--- src/rtl/sar_search_4bit_if.sv ---
// Interface bundling the search handshake and the external comparator link
// for sar_search_4bit. master = requester/comparator side, slave = search engine.
interface sar_search_4bit_if;
  logic       start;
  logic [3:0] A;
  logic       E;
  logic       G;
  logic       L;
  logic       busy;
  logic       done;
  logic       found;
  logic [3:0] result;
  logic [2:0] probes;
  logic       err;

  modport master (
    output start, E, G, L,
    input  A, busy, done, found, result, probes, err
  );

  modport slave (
    input  start, E, G, L,
    output A, busy, done, found, result, probes, err
  );
endinterface

--- src/rtl/sar_search_4bit.sv ---
// sar_search_4bit: successive-approximation search for an unknown 4-bit value
// through an external comparator (A is probed, E/G/L report A==B, A>B, A<B).
// One probe per cycle, at most five probes per search.
// Optional macro SAR_FLAG_CHECK_EN: flags that are not exactly one-hot abort the
// search with err=1. Without it err is always 0 and flags decode as E > G > L,
// with an all-zero flag set treated as L.
module sar_search_4bit (
  input logic              clk,
  input logic              rst,
  sar_search_4bit_if.slave bus
);

  typedef enum logic [1:0] {IDLE, PROBE, DONE} state_t;

  state_t     state_q, state_d;
  logic [4:0] lo_q, lo_d;
  logic [4:0] hi_q, hi_d;
  logic [3:0] a_q, a_d;
  logic [3:0] result_q, result_d;
  logic [2:0] probes_q, probes_d;
  logic       found_q, found_d;
  logic       err_q, err_d;

  logic       f_eq;
  logic       f_gt;
  logic       f_bad;
  logic [4:0] lo_n;
  logic [4:0] hi_n;
  logic       empty;

  // Comparator flag decode into equal / greater / protocol-error terms
  always_comb begin
`ifdef SAR_FLAG_CHECK_EN
    f_bad = !((bus.E ^ bus.G ^ bus.L) && !(bus.E && bus.G && bus.L));
    f_eq  = bus.E;
    f_gt  = bus.G;
`else
    f_bad = 1'b0;
    f_eq  = bus.E;
    f_gt  = !bus.E && bus.G;
`endif
  end

  // Next-state, bound update and probe selection
  always_comb begin
    state_d  = state_q;
    lo_d     = lo_q;
    hi_d     = hi_q;
    a_d      = a_q;
    result_d = result_q;
    probes_d = probes_q;
    found_d  = found_q;
    err_d    = err_q;
    lo_n     = lo_q;
    hi_n     = hi_q;
    empty    = 1'b0;

    case (state_q)
      IDLE: begin
        if (bus.start) begin
          lo_d     = '0;
          hi_d     = 5'd15;
          a_d      = 4'd7;
          probes_d = '0;
          found_d  = 1'b0;
          err_d    = 1'b0;
          state_d  = PROBE;
        end
      end

      PROBE: begin
        probes_d = probes_q + 3'd1;
        if (f_bad) begin
          err_d   = 1'b1;
          found_d = 1'b0;
          state_d = DONE;
        end else if (f_eq) begin
          result_d = a_q;
          found_d  = 1'b1;
          state_d  = DONE;
        end else begin
          // A=0 with G would wrap hi to 31, so that case is flagged explicitly
          if (f_gt) begin
            hi_n  = {1'b0, a_q} - 5'd1;
            empty = (a_q == 4'd0) || (lo_q > hi_n);
          end else begin
            lo_n  = {1'b0, a_q} + 5'd1;
            empty = lo_n > hi_q;
          end
          lo_d = lo_n;
          hi_d = hi_n;
          if (empty || (probes_q == 3'd4)) begin
            found_d = 1'b0;
            state_d = DONE;
          end else begin
            a_d = 4'((lo_n + hi_n) >> 1);
          end
        end
      end

      DONE: state_d = IDLE;

      default: state_d = IDLE;
    endcase
  end

  // State and datapath registers with synchronous reset
  always_ff @(posedge clk) begin
    if (rst) begin
      state_q  <= IDLE;
      lo_q     <= '0;
      hi_q     <= '0;
      a_q      <= '0;
      result_q <= '0;
      probes_q <= '0;
      found_q  <= 1'b0;
      err_q    <= 1'b0;
    end else begin
      state_q  <= state_d;
      lo_q     <= lo_d;
      hi_q     <= hi_d;
      a_q      <= a_d;
      result_q <= result_d;
      probes_q <= probes_d;
      found_q  <= found_d;
      err_q    <= err_d;
    end
  end

  assign bus.A      = a_q;
  assign bus.busy   = (state_q != IDLE);
  assign bus.done   = (state_q == DONE);
  assign bus.found  = found_q;
  assign bus.result = result_q;
  assign bus.probes = probes_q;
`ifdef SAR_FLAG_CHECK_EN
  assign bus.err    = err_q;
`else
  assign bus.err    = 1'b0;
`endif

endmodule

--- src/flat_wrapper.sv ---
// flat-port wrapper written by rule: the top's interface ports become plain ports
module sar_search_4bit_flat 
  (clk, rst, bus_start, bus_E, bus_G, bus_L, bus_A, bus_busy, bus_done, bus_found, bus_result, bus_probes, bus_err);
  sar_search_4bit_if bus_i ();
  input logic clk;
  input logic rst;
  input wire logic [$bits(bus_i.start)-1:0] bus_start;
  input wire logic [$bits(bus_i.E)-1:0] bus_E;
  input wire logic [$bits(bus_i.G)-1:0] bus_G;
  input wire logic [$bits(bus_i.L)-1:0] bus_L;
  output wire logic [$bits(bus_i.A)-1:0] bus_A;
  output wire logic [$bits(bus_i.busy)-1:0] bus_busy;
  output wire logic [$bits(bus_i.done)-1:0] bus_done;
  output wire logic [$bits(bus_i.found)-1:0] bus_found;
  output wire logic [$bits(bus_i.result)-1:0] bus_result;
  output wire logic [$bits(bus_i.probes)-1:0] bus_probes;
  output wire logic [$bits(bus_i.err)-1:0] bus_err;
  assign bus_i.start = bus_start;
  assign bus_i.E = bus_E;
  assign bus_i.G = bus_G;
  assign bus_i.L = bus_L;
  assign bus_A = bus_i.A;
  assign bus_busy = bus_i.busy;
  assign bus_done = bus_i.done;
  assign bus_found = bus_i.found;
  assign bus_result = bus_i.result;
  assign bus_probes = bus_i.probes;
  assign bus_err = bus_i.err;
  sar_search_4bit u_core (.clk(clk), .rst(rst), .bus(bus_i));
endmodule
--- config.mk ---
export PLATFORM = sky130hd
export DESIGN_NAME = sar_search_4bit_flat
export DESIGN_NICKNAME = d
export VERILOG_FILES = /design/src/rtl/sar_search_4bit_if.sv /design/src/rtl/sar_search_4bit.sv /design/src/flat_wrapper.sv
export SDC_FILE = /design/constraint.sdc
export NUM_CORES = 1
export LEC_CHECK = 0
export ABC_AREA = 1
export BUFFER_PORTS_ARGS = -buffer_cell sky130_fd_sc_hd__buf_2
export CAP_MARGIN = 20
export CORE_ASPECT_RATIO = 1.25
export CORE_MARGIN = 5
export CORE_UTILIZATION = 55
export CTS_BUF_LIST = sky130_fd_sc_hd__clkbuf_8
export DETAILED_ROUTE_END_ITERATION = 10
export PLACE_DENSITY = 0.76
export SYNTH_ARGS = -nofsm -noshare
export SYNTH_HDL_FRONTEND = slang
export SYNTH_SLANG_ARGS = --single-unit
--- constraint.sdc ---
create_clock -name clk -period 4.3 [get_ports clk]
set_input_delay 0 -clock clk [delete_from_list [all_inputs] [get_ports clk]]
set_output_delay 0 -clock clk [all_outputs]
set_load 0.02 [all_outputs]
==> results of run 1 <==
## state kept, by name, indices dropped and copies added (netlist names)
name	count
u_core.bus.probes	3
u_core.bus.found	1
u_core.bus.A	4
u_core.bus.result	4
u_core.hi_q	5
u_core.lo_q	5
u_core.state_q	2
## area by class of cell
class	count	area, um^2
Sequential cell	24	480
Multi-Input combinational cell	168	957
Timing Repair Buffer	18	90.1
Tap cell	36	45.0
Inverter	38	153
Clock buffer	4	55.1
Fill cell	283	1140
## synth_stat cells (2+ instances only)
master,n
nand2_1,66
inv_1,34
dfxtp_1,24
a21oi_1,22
nand3_1,19
ha_1,17
nor2_1,13
o21ai_0,4
buf_6,3
o21ai_1,3
xor2_1,3
a211oi_1,2
buf_4,2
inv_2,2
nand2_2,2
nor2_2,2
o21ai_2,2
## how the worst min path moves through the flow
stage,from,to,slack (ns)
global route,bus_E,u_core.bus.result[1],0.10
CTS,bus_E,u_core.bus.result[2],0.1
finish,rst,u_core.bus.probes[1],0.09
global placement,rst,u_core.bus.probes[1],0.37
detailed placement,bus_E,u_core.bus.result[2],0.38
floorplan,bus_start,u_core.state_q[0],0.25
## cells by family after synthesis
| family | Yosys count | share of synthesized area (%) |
|---|---|---|
| simple gates | 108 | 28.6 |
| fa+ha+maj | 18 | 14.1 |
| flops | 24 | 29.1 |
| compound gates | 37 | 13.0 |
| xor+xnor | 4 | 2.12 |
| other cells | 1 | 0.227 |
| buf+inv | 46 | 13.0 |
## power groups by stage
stage	registers (mW)	clock network (mW)	logic, mW
floorplan	0.263	0	0.178
global placement	0.259	0	0.229
detailed placement	0.259	0	0.232
CTS	0.254	0.161	0.234
global route	0.257	0.176	0.266
finish	0.254	0.161	0.232
## metal layers
| layer | up-vias | track usage [%] |
|---|---|---|
| met5 | - | 0 |
| met4 | 0 | 6.80 |
| met3 | 7 | 3.42 |
| met2 | 37 | 31.9 |
| met1 | 679 | 20.6 |
| li1 | 785 | - |
## critical path: stages, from the launching register on
cell and delay, ns:
dfxtp_1 0.49, inv_1 0.19, ha_1 0.26, xnor2_1 0.15
o21ai_0 0.33, ha_1 0.35, nand2_1 0.08, nor2_1 0.04
a211oi_1 0.26, nand3_1 0.12, nand2_1 0.07, nor2_1 0.04
a21oi_1 0.11, nor2_1 0.05
==> flow_summary.yaml, run 1 <==
status:
  status: "finished, final reports clean"
finish:
  num_antenna_cells: 0
  final_cell_area_um2: 1780
  layout.nets: 277
  final_cell_count_no_fill: 288
  final_common_cell: "nand2_1"
  drive_above_1_share_pct: 14.3
  area_delta_synth_final_pct: 7.80
  final_cell_mix: "nand2_1, inv_1, dfxtp_1"
  fin_util_pct: 61.0
die:
  die_x_um: 59.0
  core-area_um2: 2920
  io-pin-count: 21
  initial_core_util_pct: 56.6
  dieArea_um2: 4210
  die_y_um: 71.3
  rows: 22
cts:
  postCtsHoldBufs: 0
  postCtsResizedCells: 0
  clkSlewWorstSetupHoldPaths_ns: 0.09
  cts_setup_buffers: 0
  clk_latency_ns: 0.27
  cts_tree: "done"
  cts_root_buffer: "clkbuf_8"
  clock_path_buffers: 2
  htree_levels: 1
  clock-sinks: 24
  cts_made_buffers: 3
routing:
  firstDrtPassIters: 4
  wl_per_cell_um: 12.3
  wl_met3_um: 162
  wl_met1_um: 1550
  routed.top_layer: "met4"
  drt_wl_total_um: 3550
  drcViolationCount: 0
  avgViaCountPerCell: 5.24
  route.met2.wl_um: 1770
  vias: 1508
  antenna_left: 0
  drt_iter0_markers: 43
sta:
  timing.setup.tns_ns: 0
  hold_violations: 0
  slew_viol_final: 0
  fmax_ghz: 0.379
  rsz0062_at_grt: "no"
  fin_ws_ns: 1.66
  fin_crit_ns: 2.64
  setup_viol: 0
  finClkSkew_ns: 0.00347
  min_period_over_period_pct: 61.4
  hold_ws_ns: 0.0906
synthesis:
  ys_seq_area_share_pct: 29.1
  synth_flop_cell: "dfxtp_1"
  synth_edf_count: 0
  synth_cells: 238
  yosysWarnings: 0
  syn-num-nets: 262
  synthTopCellsByArea: "dfxtp_1, nand2_1, ha_1"
  synth_top_area_share_pct: 29.1
  yosys.area.top_type: "dfxtp_1"
  syn_avg_cell_area_um2: 6.94
  syn-cell-area_um2: 1650
  ys_seq_elements: 24
  ys_async_sr_fraction_pct: 0
  synth_cell_types: 35
critical_path:
  worstPathMaxFanout: 7
  critPathArrivalTime_ns: 2.82
  crit_end: "u_core.bus.A[3]"
  end_kind: "register"
  worstReg2RegStart: "u_core.bus.A[0]"
  cp-start-kind: "register"
  cp-startpoint: "u_core.bus.A[0]"
  reg2reg_slack_ns: 1.66
  required_ns: 4.48
  path_class: "register to register"
  r2r_cells: 13
  r2r_end: "u_core.bus.A[3]"
placement:
  io_buffer_count: 18
  postPlaceCellArea_um2: 1730
  post-place-cells: 284
  post-place-ws_ns: 1.71
  gp_congestion: 0.925
  dp_hpwl_um: 2800
worst_hold_path:
  hold_path.class: "input pin to register"
  worstHoldPathCells: 2
power_and_ir_drop:
  switching_share_pct: 37.9
  power_density_nw_per_um2: 363
  combPwrFrac_pct: 35.8
  vdd_drop_max_v: 0.000251
  p_sw_mw: 0.245
  power_frac_clock_pct: 24.9
  p_total_mw: 0.647
  p_int_mw: 0.402
  power_leakage_nw: 0.909
  pwr-share-seq_pct: 39.3
global_route:
  globalRouteOverflowTotal: 0
  grt_pass1_wl_um: 5850
  antenna_found_initial: 0
  grt_pass1_vias: 1314
  grt_usage_pct: 17.9
  grt_max_degree: 18
run:
  drv_cap: 0
Power figures use the tool's default switching activity.
==> run 2: changes to the inputs <==
clock period = 2.5 ns   (was 4.3 ns; I/O delays follow)
==> flow_summary.yaml, run 2 (synthesis gave the netlist of run 1 again) <==
status:
  status: "finished, final reports clean"
routing:
  antenna_left: 0
  drt_iter0_markers: 46
  wl_per_cell_um: 12.1
  vias: 1486
  drt_wl_total_um: 3520
  avgViaCountPerCell: 5.09
  drcViolationCount: 0
  firstDrtPassIters: 4
sta:
  hold_violations: 0
  fin_crit_ns: 2.25
  min_period_over_period_pct: 89.9
  fmax_ghz: 0.445
  hold_ws_ns: 0.0965
  slew_viol_final: 0
  finClkSkew_ns: 0.00143
  setup_viol: 0
cts:
  htree_levels: 1
  cts_made_buffers: 3
  clock-sinks: 24
  postCtsHoldBufs: 0
  cts_setup_buffers: 0
  cts_tree: "done"
  cts_root_buffer: "clkbuf_8"
  clk_latency_ns: 0.27
  clkSlewWorstSetupHoldPaths_ns: 0.09
  postCtsResizedCells: 0
  clock_path_buffers: 2
worst_hold_path:
  hold_start: "rst"
  hold_path.class: "input pin to register"
placement:
  io_buffer_count: 18
  dp_hpwl_um: 2730
  gp_congestion: 0.876
power_and_ir_drop:
  vdd_drop_max_v: 0.000431
  power_density_nw_per_um2: 618
  power_leakage_nw: 0.930
critical_path:
  cp-startpoint: "u_core.bus.A[0]"
  worstReg2RegStart: "u_core.bus.A[0]"
  worstPathMaxFanout: 5
  required_ns: 2.67
  cp-start-kind: "register"
  end_kind: "register"
  path_class: "register to register"
  critPathArrivalTime_ns: 2.42
global_route:
  globalRouteOverflowTotal: 0
  antenna_found_initial: 0
  grt_max_degree: 18
  grt_pass1_wl_um: 5890
  grt_usage_pct: 17.7
  grt_pass1_vias: 1359
run:
  drv_cap: 0
die:
  rows: 22
  core-area_um2: 2920
  die_x_um: 59.0
  io-pin-count: 21
  die_y_um: 71.3
  initial_core_util_pct: 56.6
  dieArea_um2: 4210
finish:
  drive_above_1_share_pct: 16.4
  num_antenna_cells: 0
  final_common_cell: "nand2_1"
  final_cell_mix: "nand2_1, inv_1, dfxtp_1"
  top_regs: "u_core.hi_q x5, u_core.lo_q x5"
  layout.nets: 281
  area_delta_synth_final_pct: 10.0
  fin_util_pct: 62.3
run 2: critical path: stages, from the launching register on:
cell,delay [ns]
dfxtp_1,0.33
inv_1,0.11
ha_1,0.26
xnor2_1,0.24
o21ai_0,0.16
ha_1,0.35
nand2_1,0.08
nor2_1,0.05
a211oi_2,0.21
nand3_1,0.11
nand2_1,0.07
nor2_1,0.04
a21oi_1,0.11
nor2_1,0.05
run 2: power by group:
group / total, mW / internal, mW / switching (mW)
clock network: 0.267 / 0.141 / 0.126
logic: 0.425 / 0.155 / 0.270
registers: 0.431 / 0.409 / 0.0215
total: 1.12 / 0.705 / 0.417
run 2: routing by layer:
metal	part of all wire [%]	GRT usage [%]
met2	52	32.4
met4	1.4	5.29
met1	43	21.1
met5	0	0
met3	3.2	1.62
run 2: final timing paths:
path | slack, ns | cells after the start | end
max | 0.25 | 13 | u_core.bus.A[3]
min | 0.1 | 2 | u_core.bus.probes[1]
max reg2reg | 0.25 | 13 | u_core.bus.A[3]
min reg2reg | 0.46 | 2 | u_core.bus.found
run 2: area by class of cell:
cell class	count	area, um^2
Fill cell	290	1100
Inverter	38	153
Multi-Input combinational cell	168	962
Clock buffer	4	55.1
Tap cell	36	45.0
Timing Repair Buffer	22	120
Sequential cell	24	482
run 2: metrics by stage:
step            TNS, ns  power, mW  worst slack, ns  instance area (um^2)  std cells
5_1_grt        -0.00809       1.21         -0.00809                  1820        292
2_1_floorplan         0      0.758            0.189                  1650        238
3_3_place_gp          0      0.855            0.229                  1760        288
3_5_place_dp          0      0.859            0.196                  1760        288
4_1_cts               0       1.13            0.166                  1810        292
6_report              0       1.12            0.251                  1820        292
==> run 3: changes to the inputs <==
CTS_BUF_LIST = sky130_fd_sc_hd__clkbuf_16   (was sky130_fd_sc_hd__clkbuf_8)
==> flow_summary.yaml, run 3 (synthesis gave the netlist of run 1 again) <==
status:
  status: "finished, final reports clean"
critical_path:
  required_ns: 2.65
  worstPathMaxFanout: 5
  crit_slowest_cell: "fa_1"
  slowest_delay_ns: 0.43
  end_kind: "register"
  cp-start-kind: "register"
  path_buf_inv: 2
  cpMostUsedCell: "nor2_1"
  crit_chain: "inv_1 > ha_2 > nand2_1 > o21ai_1 > inv_1 > fa_1 > nor2_1 > a211oi_2 > a21oi_1 > nor2_1 > a21oi_1 > nor2_1"
  critPathArrivalTime_ns: 2.45
  path_class: "register to register"
  reg2reg_slack_ns: 0.21
  path_delay_family: "adder cells"
finish:
  top_regs: "u_core.hi_q x5, u_core.lo_q x5"
  final_cell_mix: "nand2_1, inv_1, dfxtp_1"
  layout.nets: 281
  final_common_cell: "nand2_1"
  drive_above_1_share_pct: 16.4
  num_antenna_cells: 0
  area_delta_synth_final_pct: 12.0
  fin_util_pct: 63.4
  fillerInstances: 290
power_and_ir_drop:
  vdd_drop_max_v: 0.000625
  power_leakage_nw: 0.944
  power_frac_clock_pct: 28.8
  combPwrFrac_pct: 35.7
  p_sw_mw: 0.428
  switching_share_pct: 35.3
  p_int_mw: 0.784
  power_density_nw_per_um2: 655
  pwr-share-seq_pct: 35.6
sta:
  setup_viol: 0
  min_period_over_period_pct: 91.7
  fmax_ghz: 0.436
  fin_crit_ns: 2.29
  slew_viol_final: 0
  hold_violations: 0
  rsz0062_at_grt: "no"
  timing.setup.tns_ns: 0
  finClkSkew_ns: 0.00207
cts:
  clock-sinks: 24
  cts_made_buffers: 3
  clkSlewWorstSetupHoldPaths_ns: 0.06
  cts_root_buffer: "clkbuf_16"
  clock_path_buffers: 2
  cts_setup_buffers: 0
  cts_tree: "done"
  postCtsResizedCells: 0
  postCtsHoldBufs: 0
  clk_latency_ns: 0.26
  htree_levels: 1
routing:
  drt_iter0_markers: 45
  antenna_left: 0
  vias: 1489
  drcViolationCount: 0
  wl_per_cell_um: 12.0
  firstDrtPassIters: 5
  drt_wl_total_um: 3520
  avgViaCountPerCell: 5.10
global_route:
  antenna_found_initial: 0
  grt_usage_pct: 17.8
  grt_pass1_vias: 1349
  globalRouteOverflowTotal: 0
  grt_pass1_wl_um: 5910
  grt_max_degree: 18
die:
  core-area_um2: 2920
  io-pin-count: 21
  initial_core_util_pct: 56.6
  rows: 22
  die_x_um: 59.0
  die_y_um: 71.3
  dieArea_um2: 4210
placement:
  io_buffer_count: 18
  gp_congestion: 0.876
  dp_hpwl_um: 2730
run:
  drv_cap: 0
worst_hold_path:
  hold_path.class: "input pin to register"
==> run 3: final cells by class <==
| type | count | area (um^2) | area share (%) |
|---|---|---|---|
| Clock inverter | 1 | 3.75 | 0.203 |
| Tap cell | 36 | 45.0 | 2.44 |
| Clock buffer | 3 | 75.1 | 4.06 |
| Multi-Input combinational cell | 168 | 972 | 52.6 |
| Timing Repair Buffer | 22 | 120 | 6.50 |
| Sequential cell | 24 | 480 | 26.0 |
| Inverter | 38 | 153 | 8.25 |
==> run 3: metrics by stage <==
stage / power, mW / hold WS [ns] / setup WS, ns / area (um^2) / instances
final: 1.21 / 0.111 / 0.207 / 1850 / 292
after global routing: 1.30 / 0.137 / 0.00622 / 1850 / 292
after CTS: 1.21 / 0.112 / 0.150 / 1830 / 292
after detailed placement: 0.859 / 0.377 / 0.196 / 1760 / 288
after global placement: 0.855 / 0.370 / 0.229 / 1760 / 288
after floorplan: 0.758 / 0.248 / 0.189 / 1650 / 238
==> run 3: power by group through the flow <==
stage	sequential, mW	combinational, mW	clock, mW
5_1_grt	0.435	0.495	0.373
6_report	0.431	0.432	0.349
2_1_floorplan	0.453	0.306	0
4_1_cts	0.431	0.425	0.355
3_5_place_dp	0.439	0.420	0
3_3_place_gp	0.439	0.416	0
==> run 3: final timing paths <==
path,end,startpoint,depth (start not counted)
min reg2reg,u_core.bus.found,u_core.bus.found,2
min,u_core.bus.probes[1],rst,2
max,u_core.bus.A[3],u_core.bus.A[1],12
max reg2reg,u_core.bus.A[3],u_core.bus.A[1],12
==> run 3: routing by layer <==
| metal | vias up | wire length (um) | global-route usage [%] |
|---|---|---|---|
| met5 | - | 0 | 0 |
| met1 | 660 | 1560 | 21.6 |
| met3 | 5 | 103 | 2.70 |
| met2 | 30 | 1800 | 31.6 |
| li1 | 794 | - | - |
| met4 | 0 | 53 | 5.29 |
